### config.mk
export PLATFORM = sky130hd
export DESIGN_NAME = ram_io
export DESIGN_NICKNAME = d
export VERILOG_FILES = /design/src/rtl/ram_io_pkg.sv /design/src/rtl/ram_io_byte_lane_align.sv /design/src/rtl/ram_io.sv
export SDC_FILE = /design/constraint.sdc
export NUM_CORES = 1
export LEC_CHECK = 0
export CAP_MARGIN = 20
export CELL_PAD_IN_SITES_DETAIL_PLACEMENT = 1
export CELL_PAD_IN_SITES_GLOBAL_PLACEMENT = 2
export CORE_MARGIN = 8
export CORE_UTILIZATION = 34
export CTS_CLUSTER_SIZE = 40
export DETAILED_ROUTE_END_ITERATION = 12
export GPL_ROUTABILITY_DRIVEN = 1
export PLACE_DENSITY_LB_ADDON = 0.08
export SLEW_MARGIN = 20
export SYNTH_ARGS = -nofsm -noshare
export SYNTH_HDL_FRONTEND = slang
export SYNTH_SLANG_ARGS = --single-unit
### constraint.sdc
create_clock -name clk -period 5.1 [get_ports clk]
set_clock_uncertainty 0.2 [all_clocks]
set_input_delay 1.02 -clock clk [delete_from_list [all_inputs] [get_ports clk]]
set_output_delay 1.02 -clock clk [all_outputs]
set_load 0.05 [all_outputs]
### src/rtl/ram_io_pkg.sv
// Shared types for the load/store alignment stage and the core's decoder.
package ram_io_pkg;

   typedef enum logic [1:0] {
      WidthNone = 2'b00,
      WidthByte = 2'b01,
      WidthHalf = 2'b10,
      WidthWord = 2'b11
   } width_e;

   typedef enum logic [2:0] {
      StIdle,
      StLo,
      StGap,
      StHi,
      StDone
   } state_e;

   // Byte-enable pattern of an access before it is shifted into its lanes.
   function automatic logic [3:0] width_mask(input width_e w);
      logic [3:0] m;
      case (w)
         WidthByte: m = 4'b0001;
         WidthHalf: m = 4'b0011;
         WidthWord: m = 4'b1111;
         default:   m = 4'b0000;
      endcase
      return m;
   endfunction

endpackage

### src/rtl/ram_io_byte_lane_align.sv
// Byte-lane steering: store masks/data for both words, load shift and extend.
module byte_lane_align
   import ram_io_pkg::*;
(
   input  logic [1:0]  offset_i,
   input  logic [1:0]  width_i,
   input  logic        sign_extend_i,
   input  logic [31:0] store_data_i,
   input  logic [31:0] lo_word_i,
   input  logic [23:0] hi_word_i,
   output logic [3:0]  lo_mask_o,
   output logic [3:0]  hi_mask_o,
   output logic [31:0] lo_data_o,
   output logic [31:0] hi_data_o,
   output logic        split_o,
   output logic [31:0] load_data_o
);

   logic [7:0]  m8;
   logic [63:0] d64;
   logic [31:0] shifted;

   // Lane masks, lane-shifted store data and the assembled, extended load value.
   // The top byte of the hi word can never be reached by a 4-byte access, so it is not an input.
   always_comb begin
      m8  = {4'b0000, width_mask(width_e'(width_i))} << offset_i;
      d64 = {32'h0000_0000, store_data_i} << {offset_i, 3'b000};

      case (offset_i)
         2'd0:    shifted = lo_word_i;
         2'd1:    shifted = {hi_word_i[7:0],  lo_word_i[31:8]};
         2'd2:    shifted = {hi_word_i[15:0], lo_word_i[31:16]};
         default: shifted = {hi_word_i[23:0], lo_word_i[31:24]};
      endcase

      case (width_e'(width_i))
         WidthByte: load_data_o = {{24{sign_extend_i & shifted[7]}},  shifted[7:0]};
         WidthHalf: load_data_o = {{16{sign_extend_i & shifted[15]}}, shifted[15:0]};
         WidthWord: load_data_o = shifted;
         default:   load_data_o = '0;
      endcase
   end

   assign lo_mask_o = m8[3:0];
   assign hi_mask_o = m8[7:4];
   assign lo_data_o = d64[31:0];
   assign hi_data_o = d64[63:32];
   assign split_o   = (m8[7:4] != 4'b0000);

endmodule

### src/rtl/ram_io.sv
// Load/store alignment stage: turns unaligned core accesses into one or two
// word-aligned cache accesses with byte-enable masks.
module ram_io
   import ram_io_pkg::*;
#(
   parameter int AccessWidthBits = 2,
   parameter int SettleCycles    = 1
) (
   input  logic                       clk,
   input  logic                       rst_n,
   input  logic                       enable,
   input  logic [31:0]                address,
   input  logic [AccessWidthBits-1:0] width,
   input  logic                       write,
   input  logic                       sign_extend,
   input  logic [31:0]                data_in,
   output logic [31:0]                data_out,
   output logic                       data_out_ready,
   output logic                       busy,
   output logic                       cache_enable,
   output logic [31:0]                cache_address,
   output logic [31:0]                cache_data_in,
   output logic [3:0]                 cache_write_enable,
   input  logic [31:0]                cache_data_out,
   input  logic                       cache_data_out_ready,
   input  logic                       cache_busy
);

   localparam int CntW = (SettleCycles < 1) ? 1 : $clog2(SettleCycles + 1);

   state_e                     state_q;
   logic [31:0]                addr_q;
   logic [31:0]                data_q;
   logic [31:0]                lo_word_q;
   logic [AccessWidthBits-1:0] width_q;
   logic                       write_q;
   logic                       sext_q;
   logic [CntW-1:0]            cnt_q;

   logic [31:0] data_out_q;
   logic        ready_q;
   logic        cache_en_q;
   logic [31:0] cache_addr_q;
   logic [31:0] cache_din_q;
   logic [3:0]  cache_we_q;

   logic                       in_idle;
   logic                       req_valid;
   logic [31:0]                req_addr;
   logic [31:0]                req_data;
   logic [AccessWidthBits-1:0] req_width;
   logic                       req_sext;
   logic [31:0]                lo_in;
   logic [23:0]                hi_in;
   logic [3:0]                 lo_mask;
   logic [3:0]                 hi_mask;
   logic [31:0]                lo_data;
   logic [31:0]                hi_data;
   logic                       split;
   logic [31:0]                load_data;
   logic                       settled;
   logic                       access_ok;

   assign in_idle   = (state_q == StIdle);
   assign req_valid = enable && (width != '0);

   // In Idle the aligner sees the live request so the lo access can start on the next edge.
   always_comb begin
      req_addr  = in_idle ? address     : addr_q;
      req_data  = in_idle ? data_in     : data_q;
      req_width = in_idle ? width       : width_q;
      req_sext  = in_idle ? sign_extend : sext_q;
      lo_in     = (state_q == StLo) ? cache_data_out       : lo_word_q;
      hi_in     = (state_q == StHi) ? cache_data_out[23:0] : '0;
      settled   = (cnt_q == CntW'(SettleCycles));
      access_ok = write_q ? !cache_busy : cache_data_out_ready;
      busy      = (state_q == StLo) || (state_q == StGap) || (state_q == StHi)
                  || (in_idle && req_valid);
   end

   byte_lane_align u_align (
      .offset_i      (req_addr[1:0]),
      .width_i       (req_width),
      .sign_extend_i (req_sext),
      .store_data_i  (req_data),
      .lo_word_i     (lo_in),
      .hi_word_i     (hi_in),
      .lo_mask_o     (lo_mask),
      .hi_mask_o     (hi_mask),
      .lo_data_o     (lo_data),
      .hi_data_o     (hi_data),
      .split_o       (split),
      .load_data_o   (load_data)
   );

   // Access sequencer: Idle -> Lo -> (Gap -> Hi) -> Done, all cache-facing outputs registered.
   // cache_busy zeroes the settle counter so data after a fill is sampled afresh.
   always_ff @(posedge clk) begin
      if (!rst_n) begin
         state_q      <= StIdle;
         addr_q       <= '0;
         data_q       <= '0;
         lo_word_q    <= '0;
         width_q      <= '0;
         write_q      <= 1'b0;
         sext_q       <= 1'b0;
         cnt_q        <= '0;
         data_out_q   <= '0;
         ready_q      <= 1'b0;
         cache_en_q   <= 1'b0;
         cache_addr_q <= '0;
         cache_din_q  <= '0;
         cache_we_q   <= '0;
      end else begin
         ready_q <= 1'b0;
         unique case (state_q)
            StIdle: begin
               if (req_valid) begin
                  addr_q       <= address;
                  data_q       <= data_in;
                  width_q      <= width;
                  write_q      <= write;
                  sext_q       <= sign_extend;
                  cnt_q        <= '0;
                  cache_en_q   <= 1'b1;
                  cache_addr_q <= {address[31:2], 2'b00};
                  cache_din_q  <= lo_data;
                  cache_we_q   <= write ? lo_mask : 4'b0000;
                  state_q      <= StLo;
               end
            end
            StLo, StHi: begin
               if (cache_busy) begin
                  cnt_q <= '0;
               end else if (!settled) begin
                  cnt_q <= cnt_q + CntW'(1);
               end else if (access_ok) begin
                  cache_en_q <= 1'b0;
                  cache_we_q <= '0;
                  if (state_q == StLo) begin
                     lo_word_q <= cache_data_out;
                  end
                  if ((state_q == StLo) && split) begin
                     state_q <= StGap;
                  end else begin
                     state_q <= StDone;
                     ready_q <= 1'b1;
                     if (!write_q) begin
                        data_out_q <= load_data;
                     end
                  end
               end
            end
            StGap: begin
               cnt_q        <= '0;
               cache_en_q   <= 1'b1;
               cache_addr_q <= {addr_q[31:2], 2'b00} + 32'd4;
               cache_din_q  <= hi_data;
               cache_we_q   <= write_q ? hi_mask : 4'b0000;
               state_q      <= StHi;
            end
            StDone: begin
               state_q <= StIdle;
            end
            default: begin
               state_q <= StIdle;
            end
         endcase
      end
   end

   assign data_out           = data_out_q;
   assign data_out_ready     = ready_q;
   assign cache_enable       = cache_en_q;
   assign cache_address      = cache_addr_q;
   assign cache_data_in      = cache_din_q;
   assign cache_write_enable = cache_we_q;

endmodule

==> results.ini, run 1 <==
[global_route]
first_global_vias = 10715
antenna_found_initial = 4
grt_pass1_wl_mm = 64.94
grt.total_usage_pct = 20.99
overflow = 0
grt_max_degree = 87

[setup_path]
r2r_end = data_out[18]$_SDFFE_PN0P_
r2r-start = state_q[0]$_SDFFE_PN0P_
arrival_ns = 3.20
start_kind = input port
reg2reg_depth = 5
worstPathMaxFanout = 7
worstSetupPathType = in2out
cp-end-kind = output pin
crit_required_ns = 3.88
r2r_slack_ns = 1.73

[pwr]
p_switching_mw = 1.365
p_leak_nw = 5.336
powerDensity_nw_per_um2 = 315.4
pwr-share-comb_pct = 21.0
switching_share_pct = 30.85
intPower_mw = 3.060
vdd_drop_max_mv = 0.2173
power_frac_seq_pct = 39.1
p_clk_share_pct = 39.9

[drt]
dr.pass1.iters = 8
wl_per_cell_um = 22.31
drt-met1-wl_mm = 20.18
drt_iter0_markers = 626
vias = 10474
drc = 0
final_antenna_net_count = 0
wl_met3_mm = 3.164
routed.top_layer = met5
routed_via_density = 5.625
wirelength_mm = 41.55
wl_met2_mm = 17.53

[placement]
place_ws_ns = 0.6897
dp.cells = 1815
portBuffers = 205
dp_hpwl_mm = 29.86
finalWeightedCongestion = 0.8745

[logic_synthesis]
synth.ff_latch_count = 204
yosysTopAreaCellShare_pct = 37.30
synth_most_common_cell = nand2_1
synth_cell_types = 63
synthArstFlopShare_pct = 0
synth_edf_count = 0
yosysTopAreaCell = dfxtp_1
synth_area_um2 = 10950
syn_avg_cell_area_um2 = 8.423
synthTopCellsByCount = 272 x nand2_1, 204 x dfxtp_1, 92 x mux2i_1, 81 x a21boi_0, 70 x clkbuf_1
ys.flop_type = dfxtp_1
synth_cells = 1300
synth.area.top_cells = dfxtp_1 37%, nand2_1 9.3%, mux2i_1 8.4%
synth-seq-area-share_pct = 37.30
ys_warn_count = 0

[clocking]
cts_buffer_depth = 3
cts_tree = done
htree_levels = 1
clock-sinks = 204
clock_latency_ns = 0.53
clock-root-buffer = clkbuf_16
cts_resized = 0
numCtsBuffers = 26
cts_setup_buffers = 0
hold_buffers = 0
path_clk_slew_ns = 0.06

[final_layout]
area_growth_pct = 28.16
finalNonFillerCells = 1862
fin_nets = 1547
drive_above_1_share_pct = 5.483

[floorplanning]
dieArea_um2 = 38200
rows = 65
start_util_pct = 34.61
coreArea_um2 = 31640
die_w_um = 195.5
pin_count = 208
die_y_um = 195.5

[sta]
fmax_ghz = 0.2261
setup_viol = 0
hold_violations = 0
fin_crit_sh_pct = 86.71
worst_slew_pin_slew_ns = 0.9554
max_slew_margin_pct = 35.88
setup_ws_ns = 0.6775
slew_viol_final = 0
period_minus_slack_ns = 4.422
fin_setup_tns_ns = 0
rsz0062_at_grt = no

[min_path]
hold_end = lo_word_q[2]$_SDFFE_PN0P_
whs_path_depth = 2
worstHoldStart = lo_word_q[2]$_SDFFE_PN0P_
hp-class = reg2reg

[status]
status = complete, no violations

[run]
drv_cap = 0

-- power groups by stage --
stage / sequential, mW / combinational (mW) / clock [mW]
2_1_floorplan: 1.87 / 0.447 / 0
3_3_place_gp: 1.76 / 0.918 / 0
4_1_cts: 1.73 / 0.928 / 1.82
5_1_grt: 1.74 / 0.995 / 1.88
6_report: 1.73 / 0.930 / 1.77
3_5_place_dp: 1.76 / 0.924 / 0
-- per-layer routing --
metal | vias up | global-route usage (%)
li1 | 5031 | -
met1 | 5069 | 30.05
met4 | 6 | 3.818
met2 | 317 | 31.42
met3 | 51 | 5.399
met5 | - | 0
-- final cells by class --
| class | instances | area [um2] |
|---|---|---|
| well taps | 402 | 503.0 |
| clock inverters | 7 | 75.07 |
| multi-input cells | 977 | 6381 |
| fillers | 3668 | 17600 |
| flip-flops and latches | 204 | 4085 |
| repair buffers | 225 | 2220 |
| inverters | 7 | 26.28 |
| diodes | 1 | 2.502 |
| clock buffers | 39 | 739.5 |
-- flip-flops by register name (all words and copies together), names as in the netlist --
signal,count
cache_data_in,32
cache_write_enable,4
cnt_q,1
data_q,32
data_out_ready,1
addr_q,32
state_q,3
sext_q,1
cache_enable,1
data_out,32
cache_address,30
lo_word_q,32
width_q,2
write_q,1
-- kinds of logic after synthesis --
family	Yosys count	share of synthesized area (%)
buffers and inverters	120	4.697
adders and majority gates	1	0.1143
AOI/OAI and AO/OA	381	26.34
DFF	204	37.30
and+or+nand+nor	463	19.43
xor gates and xnor gates	28	2.240
other	1	0.03425
muxes	102	9.850
-- stage by stage --
stage / cell area, um2 / power, mW / hold slack (ns) / utilization (%)
4_1_cts: 14030 / 4.478 / 0.2586 / 44.35
3_5_place_dp: 13220 / 2.687 / 0.2493 / 41.77
5_1_grt: 14030 / 4.614 / 0.2896 / 44.35
6_report: 14030 / 4.425 / 0.2591 / 44.35
3_3_place_gp: 13220 / 2.679 / 0.2449 / 41.77
2_1_floorplan: 10950 / 2.322 / 0.2321 / -
-- worst max path at each step --
stage | startpoint | endpoint | slack, ns | depth (start not counted)
6_report | width[0] | busy | 0.68 | 5
2_1_floorplan | address[0] | data_out[2]$_SDFFE_PN0P_ | 1.92 | 10
3_5_place_dp | width[0] | busy | 0.69 | 5
4_1_cts | width[0] | busy | 0.68 | 5
3_3_place_gp | width[0] | busy | 0.74 | 5
5_1_grt | width[0] | busy | 0.53 | 5
-- critical path, stage by stage --
cell	delay, ns
clkdlybuf4s50_1	0.51
o21ai_0	0.54
a21o_1	0.27
inv_1	0.11
clkdlybuf4s50_1	0.75
-- placed cells by master (no fill, tap or decap), types with 27 or more instances in the layout --
master	synthesis	routed
a211oi_1	32	32
a21boi_0	81	81
a21oi_1	58	58
clkdlybuf4s50_1	0	203
dfxtp_1	204	203
mux2i_1	92	92
nand2_1	272	272
nand3_1	31	31
nor2_1	28	27
nor2b_1	58	58
No activity file was read; power rests on OpenSTA's default activity.
==> run 2: changes to the inputs <==
==> constraint.sdc (replaced) <==
create_clock -name clk -period 5.1 [get_ports clk]
set_clock_uncertainty 0.2 [all_clocks]
set_input_delay 0.51 -clock clk [delete_from_list [all_inputs] [get_ports clk]]
set_output_delay 0.51 -clock clk [all_outputs]
set_load 0.05 [all_outputs]
==> run 2 against run 1 <==
Utilization rose by 0.075 points. Via count increased by 0.57%. Critical path type is now reg2out. Worst setup slack improved by 0.97 ns. Flip-flop and latch count stayed put. Combinational power is 0.5% lower. Worst hold slack got worse by 0.0030 ns. Register-to-register slack worse by 0.08 ns.
==> results.ini, run 2 (synthesis results as in run 1) <==
[sta]
worst_slew_pin_slew_ns = 1.073
slew_viol_final = 0
setup_viol = 0
rsz0062_at_grt = no
period_minus_slack_ns = 3.455
max_slew_margin_pct = 28.46
fin_setup_tns_ns = 0
setup_ws_ns = 1.645
timing.hold.ws_ns = 0.2561
hold_violations = 0
fin_crit_sh_pct = 67.75
fmax_ghz = 0.2894

[global_route]
grtUsageMet2_pct = 31.20
met3_usage_pct = 5.210
grt_max_degree = 92
grt-busiest-layer = met2
grt.total_usage_pct = 21.07
grt_pass1_wl_mm = 64.74
antenna_found_initial = 2
overflow = 0
first_global_vias = 10777
met1_usage_pct = 30.27

[setup_path]
slowest_delay_ns = 0.87
crit_required_ns = 4.39
arrival_ns = 2.75
crit_buf_inv = 2
cp-end-kind = output pin
crit_family = buffers and inverters
path_cells = nor2_1 > a21o_1 > inv_1 > clkdlybuf4s50_1
worstPathMaxFanout = 19
worstSetupPathType = reg2out
cp_slowest_cell = clkdlybuf4s50_1
start_kind = flop

[drt]
vias = 10534
final_antenna_net_count = 0
drc = 0
wirelength_mm = 41.99
wl_per_cell_um = 22.53
routed_via_density = 5.651
drt_iter0_markers = 577
dr.pass1.iters = 6

[min_path]
hp-class = reg2reg

[final_layout]
fin_nets = 1547
drive_above_1_share_pct = 5.886
mostFrequentLayoutCell = nand2_1
design_area_um2 = 14060
area_growth_pct = 28.37
fillers = 3620
final_cell_mix = 272 x nand2_1, 203 x dfxtp_1, 203 x clkdlybuf4s50_1

[clocking]
cts_buffer_depth = 3
clock-root-buffer = clkbuf_16
htree_levels = 1
hold_buffers = 0
clock-sinks = 204
cts_setup_buffers = 0
cts_resized = 0
path_clk_slew_ns = 0.06
clock_latency_ns = 0.54
numCtsBuffers = 26
cts_tree = done

[floorplanning]
coreArea_um2 = 31640
dieArea_um2 = 38200
start_util_pct = 34.61
pin_count = 208
rows = 65
die_w_um = 195.5
die_y_um = 195.5

[placement]
place_ws_ns = 1.318
portBuffers = 205
dpl-instance-area_um2 = 13190
finalWeightedCongestion = 0.8416
dp_hpwl_mm = 30.13

[pwr]
p_leak_nw = 5.357
powerDensity_nw_per_um2 = 320.7
vdd_drop_max_mv = 0.2203

[run]
drv_cap = 0

[status]
status = complete, no violations

[run 2: changes by cell type in the layout (fill, tap and decap cells not counted), sizes merged]
cell / before / now
clkinv: 6 / 7
clkinvlp: 0 / 1
[run 2: routing by layer]
metal  wire, um  vias to the layer above
li1           -                     5028
met1      20440                     5126
met2      17620                      323
met3       3271                       53
met4        628                        4
met5         24                        -
[run 2: final timing paths]
kind	from	depth (start not counted)	slack, ns	end
worst max-delay path	state_q[1]$_SDFFE_PN0P_	4	1.64	busy
worst min-delay path	lo_word_q[2]$_SDFFE_PN0P_	2	0.26	lo_word_q[2]$_SDFFE_PN0P_
worst max register to register	state_q[2]$_SDFFE_PN0P_	7	1.65	data_out[25]$_SDFFE_PN0P_
worst min register to register	lo_word_q[2]$_SDFFE_PN0P_	2	0.26	lo_word_q[2]$_SDFFE_PN0P_
[run 2: area by class of cell]
class	count	area [um2]	share of cell area (%)
clock inverter	9	72.57	0.5163
clock buffer	39	790.8	5.626
sequential	204	4085	29.06
multi-input combinational	977	6381	45.40
inverter	7	26.28	0.1869
antenna	1	2.502	0.01780
tap	402	503.0	3.578
timing repair buffer	225	2195	15.61
[run 2: metrics by stage]
step	total power [mW]	std cells	utilization (%)
CTS	4.549	1863	44.42
detailed placement	2.684	1815	41.69
floorplan	2.322	1301	-
global route	4.693	1863	44.42
finish	4.507	1864	44.43
global placement	2.678	1815	41.69
[run 2: worst register-to-register path, cell delays in order (launching register included)]
cell	delay [ns]
dfxtp_1	0.82
nor4b_1	0.19
o311ai_1	0.78
o21ai_1	0.19
and2_1	0.56
buf_4	0.35
a32oi_1	0.16
nand2_1	0.07
[run 2: report_power, final]
group,total (mW),switching (mW),internal (mW)
registers,1.73,0.0611,1.67
logic,0.925,0.583,0.342
clock network,1.85,0.738,1.12
==> run 3: changes to the inputs <==
CORE_UTILIZATION = 31   (was 34)
clock period = 3.6 ns   (was 5.1 ns; I/O delays follow)
==> run 3 against run 2 <==
Critical path depth grew 4. Sequential power grew 42%. Via count grew 0.61%. Non-clock buffer count grew 23. Global-route usage shrank 0.82 points. Combinational power grew 46%. First-iteration DRC count grew 26%. Routed wire length grew 3.6%. Clock power grew 42%. Critical endpoint is now data_out[20]$_SDFFE_PN0P_. Largest power group unchanged. Clock-buffer cell count grew 1. Utilization shrank 3.7 points. Flip-flop and latch count is the same.
==> results.ini, run 3 (synthesis results as in run 1) <==
[pwr]
vdd_drop_max_mv = 0.3504
power_frac_seq_pct = 38.1
pwr-share-comb_pct = 21.0
p_switching_mw = 1.955
intPower_mw = 4.461
p_clk_share_pct = 40.9
p_leak_nw = 5.472
power.total_mw = 6.417
switching_share_pct = 30.47
powerDensity_nw_per_um2 = 448.0

[sta]
hold_violations = 0
fin_crit_sh_pct = 83.20
slew_viol_final = 0
worst_slew_pin_slew_ns = 1.098
fin_setup_tns_ns = 0
period_minus_slack_ns = 2.995
setup_viol = 0
rsz0062_at_grt = no
fmax_ghz = 0.3339
setup_ws_ns = 0.6048
max_slew_margin_pct = 26.02

[setup_path]
crit_family = simple AND/OR/NAND/NOR gates
startpoint = state_q[0]$_SDFFE_PN0P_
crit_path_frequent_cell = buf_4
arrival_ns = 3.27
r2r_slack_ns = 0.60
cp-end-kind = flop
cp_slowest_cell = and2_1
worstPathMaxFanout = 16
worstSetupPathType = reg2reg
path_cells = o31ai_1 > and2_1 > buf_4 > a211oi_1 > nor4_1 > a32oi_2 > buf_4 > nand3_1
path_depth = 8
endpoint = data_out[20]$_SDFFE_PN0P_
crit_buf_inv = 2
r2r_end = data_out[20]$_SDFFE_PN0P_
slowest_delay_ns = 0.53
r2r-start = state_q[0]$_SDFFE_PN0P_
reg2reg_depth = 8
start_kind = flop
crit_required_ns = 3.87

[placement]
dp_hpwl_mm = 31.95
finalWeightedCongestion = 0.8854
portBuffers = 205
place_ws_ns = 0.2890

[floorplanning]
start_util_pct = 31.16
pin_count = 208
dieArea_um2 = 41590
die_y_um = 203.9
coreArea_um2 = 35140
die_w_um = 203.9
rows = 69

[global_route]
overflow = 0
grt_pass1_wl_mm = 67.16
grt_max_degree = 64
antenna_found_initial = 3
first_global_vias = 10885
grt.total_usage_pct = 20.25

[clocking]
path_clk_slew_ns = 0.06
cts_buffer_depth = 3
cts_tree = done
hold_buffers = 0
clock-root-buffer = clkbuf_16
clock_latency_ns = 0.53
cts_resized = 0
htree_levels = 1
clock-sinks = 204
numCtsBuffers = 26
cts_setup_buffers = 0

[drt]
wl_per_cell_um = 22.37
drc = 0
vias = 10598
drt_iter0_markers = 729
dr.pass1.iters = 6
final_antenna_net_count = 0
wirelength_mm = 43.48
routed_via_density = 5.452

[final_layout]
mostFrequentLayoutCell = nand2_1
final_cell_mix = 271 x nand2_1, 203 x dfxtp_1, 202 x clkdlybuf4s50_1
final_util_pct = 40.76
drive_above_1_share_pct = 7.152
area_growth_pct = 30.81
fin_nets = 1570

[min_path]
whs_path_depth = 2
hp-class = in2reg

[run]
drv_cap = 0

[status]
status = complete, no violations

run 3: area by class of cell:
| type | count | area (um2) |
|---|---|---|
| fill | 4084 | 20820 |
| inverter | 7 | 26.28 |
| sequential | 204 | 4085 |
| multi-input combinational | 977 | 6385 |
| timing repair buffer | 248 | 2402 |
| tap | 461 | 576.8 |
| clock buffer | 40 | 764.5 |
| antenna | 1 | 2.502 |
| clock inverter | 6 | 80.08 |
run 3: power groups by stage:
stage / sequential, mW / combinational (mW) / clock (mW)
after floorplan: 2.66 / 0.634 / 0
after global placement: 2.49 / 1.34 / 0
after detailed placement: 2.50 / 1.35 / 0
after CTS: 2.45 / 1.35 / 2.71
after global routing: 2.46 / 1.44 / 2.79
final: 2.45 / 1.35 / 2.62
run 3: per-layer routing:
metal,vias to the layer above,wire [um],track usage [%]
met5,-,35,0
met4,6,771,3.934
met3,56,2755,4.644
met2,274,18750,30.68
met1,5172,21170,29.04
li1,5090,-,-
run 3: how the worst min path moves through the flow:
stage / end / from
3_3_place_gp: lo_word_q[1]$_SDFFE_PN0P_ / lo_word_q[1]$_SDFFE_PN0P_
6_report: addr_q[0]$_SDFFE_PN0P_ / rst_n
3_5_place_dp: lo_word_q[1]$_SDFFE_PN0P_ / lo_word_q[1]$_SDFFE_PN0P_
5_1_grt: data_q[24]$_SDFFE_PN0P_ / rst_n
2_1_floorplan: lo_word_q[0]$_SDFFE_PN0P_ / lo_word_q[0]$_SDFFE_PN0P_
4_1_cts: addr_q[0]$_SDFFE_PN0P_ / rst_n
run 3: worst reg2reg max path, stage by stage, from the launching register on:
cell	delay [ns]
dfxtp_1	0.41
o31ai_1	0.52
and2_1	0.53
buf_4	0.23
a211oi_1	0.07
nor4_1	0.43
a32oi_2	0.22
buf_4	0.25
nand3_1	0.08
run 3: metrics by stage:
stage / instance area, um2 / hold slack, ns / std cells
after floorplan: 10950 / 0.2321 / 1301
after global placement: 13480 / 0.2496 / 1897
after detailed placement: 13480 / 0.2553 / 1897
after CTS: 14320 / 0.04782 / 1943
after global routing: 14320 / 0.07383 / 1943
final: 14320 / 0.07080 / 1944
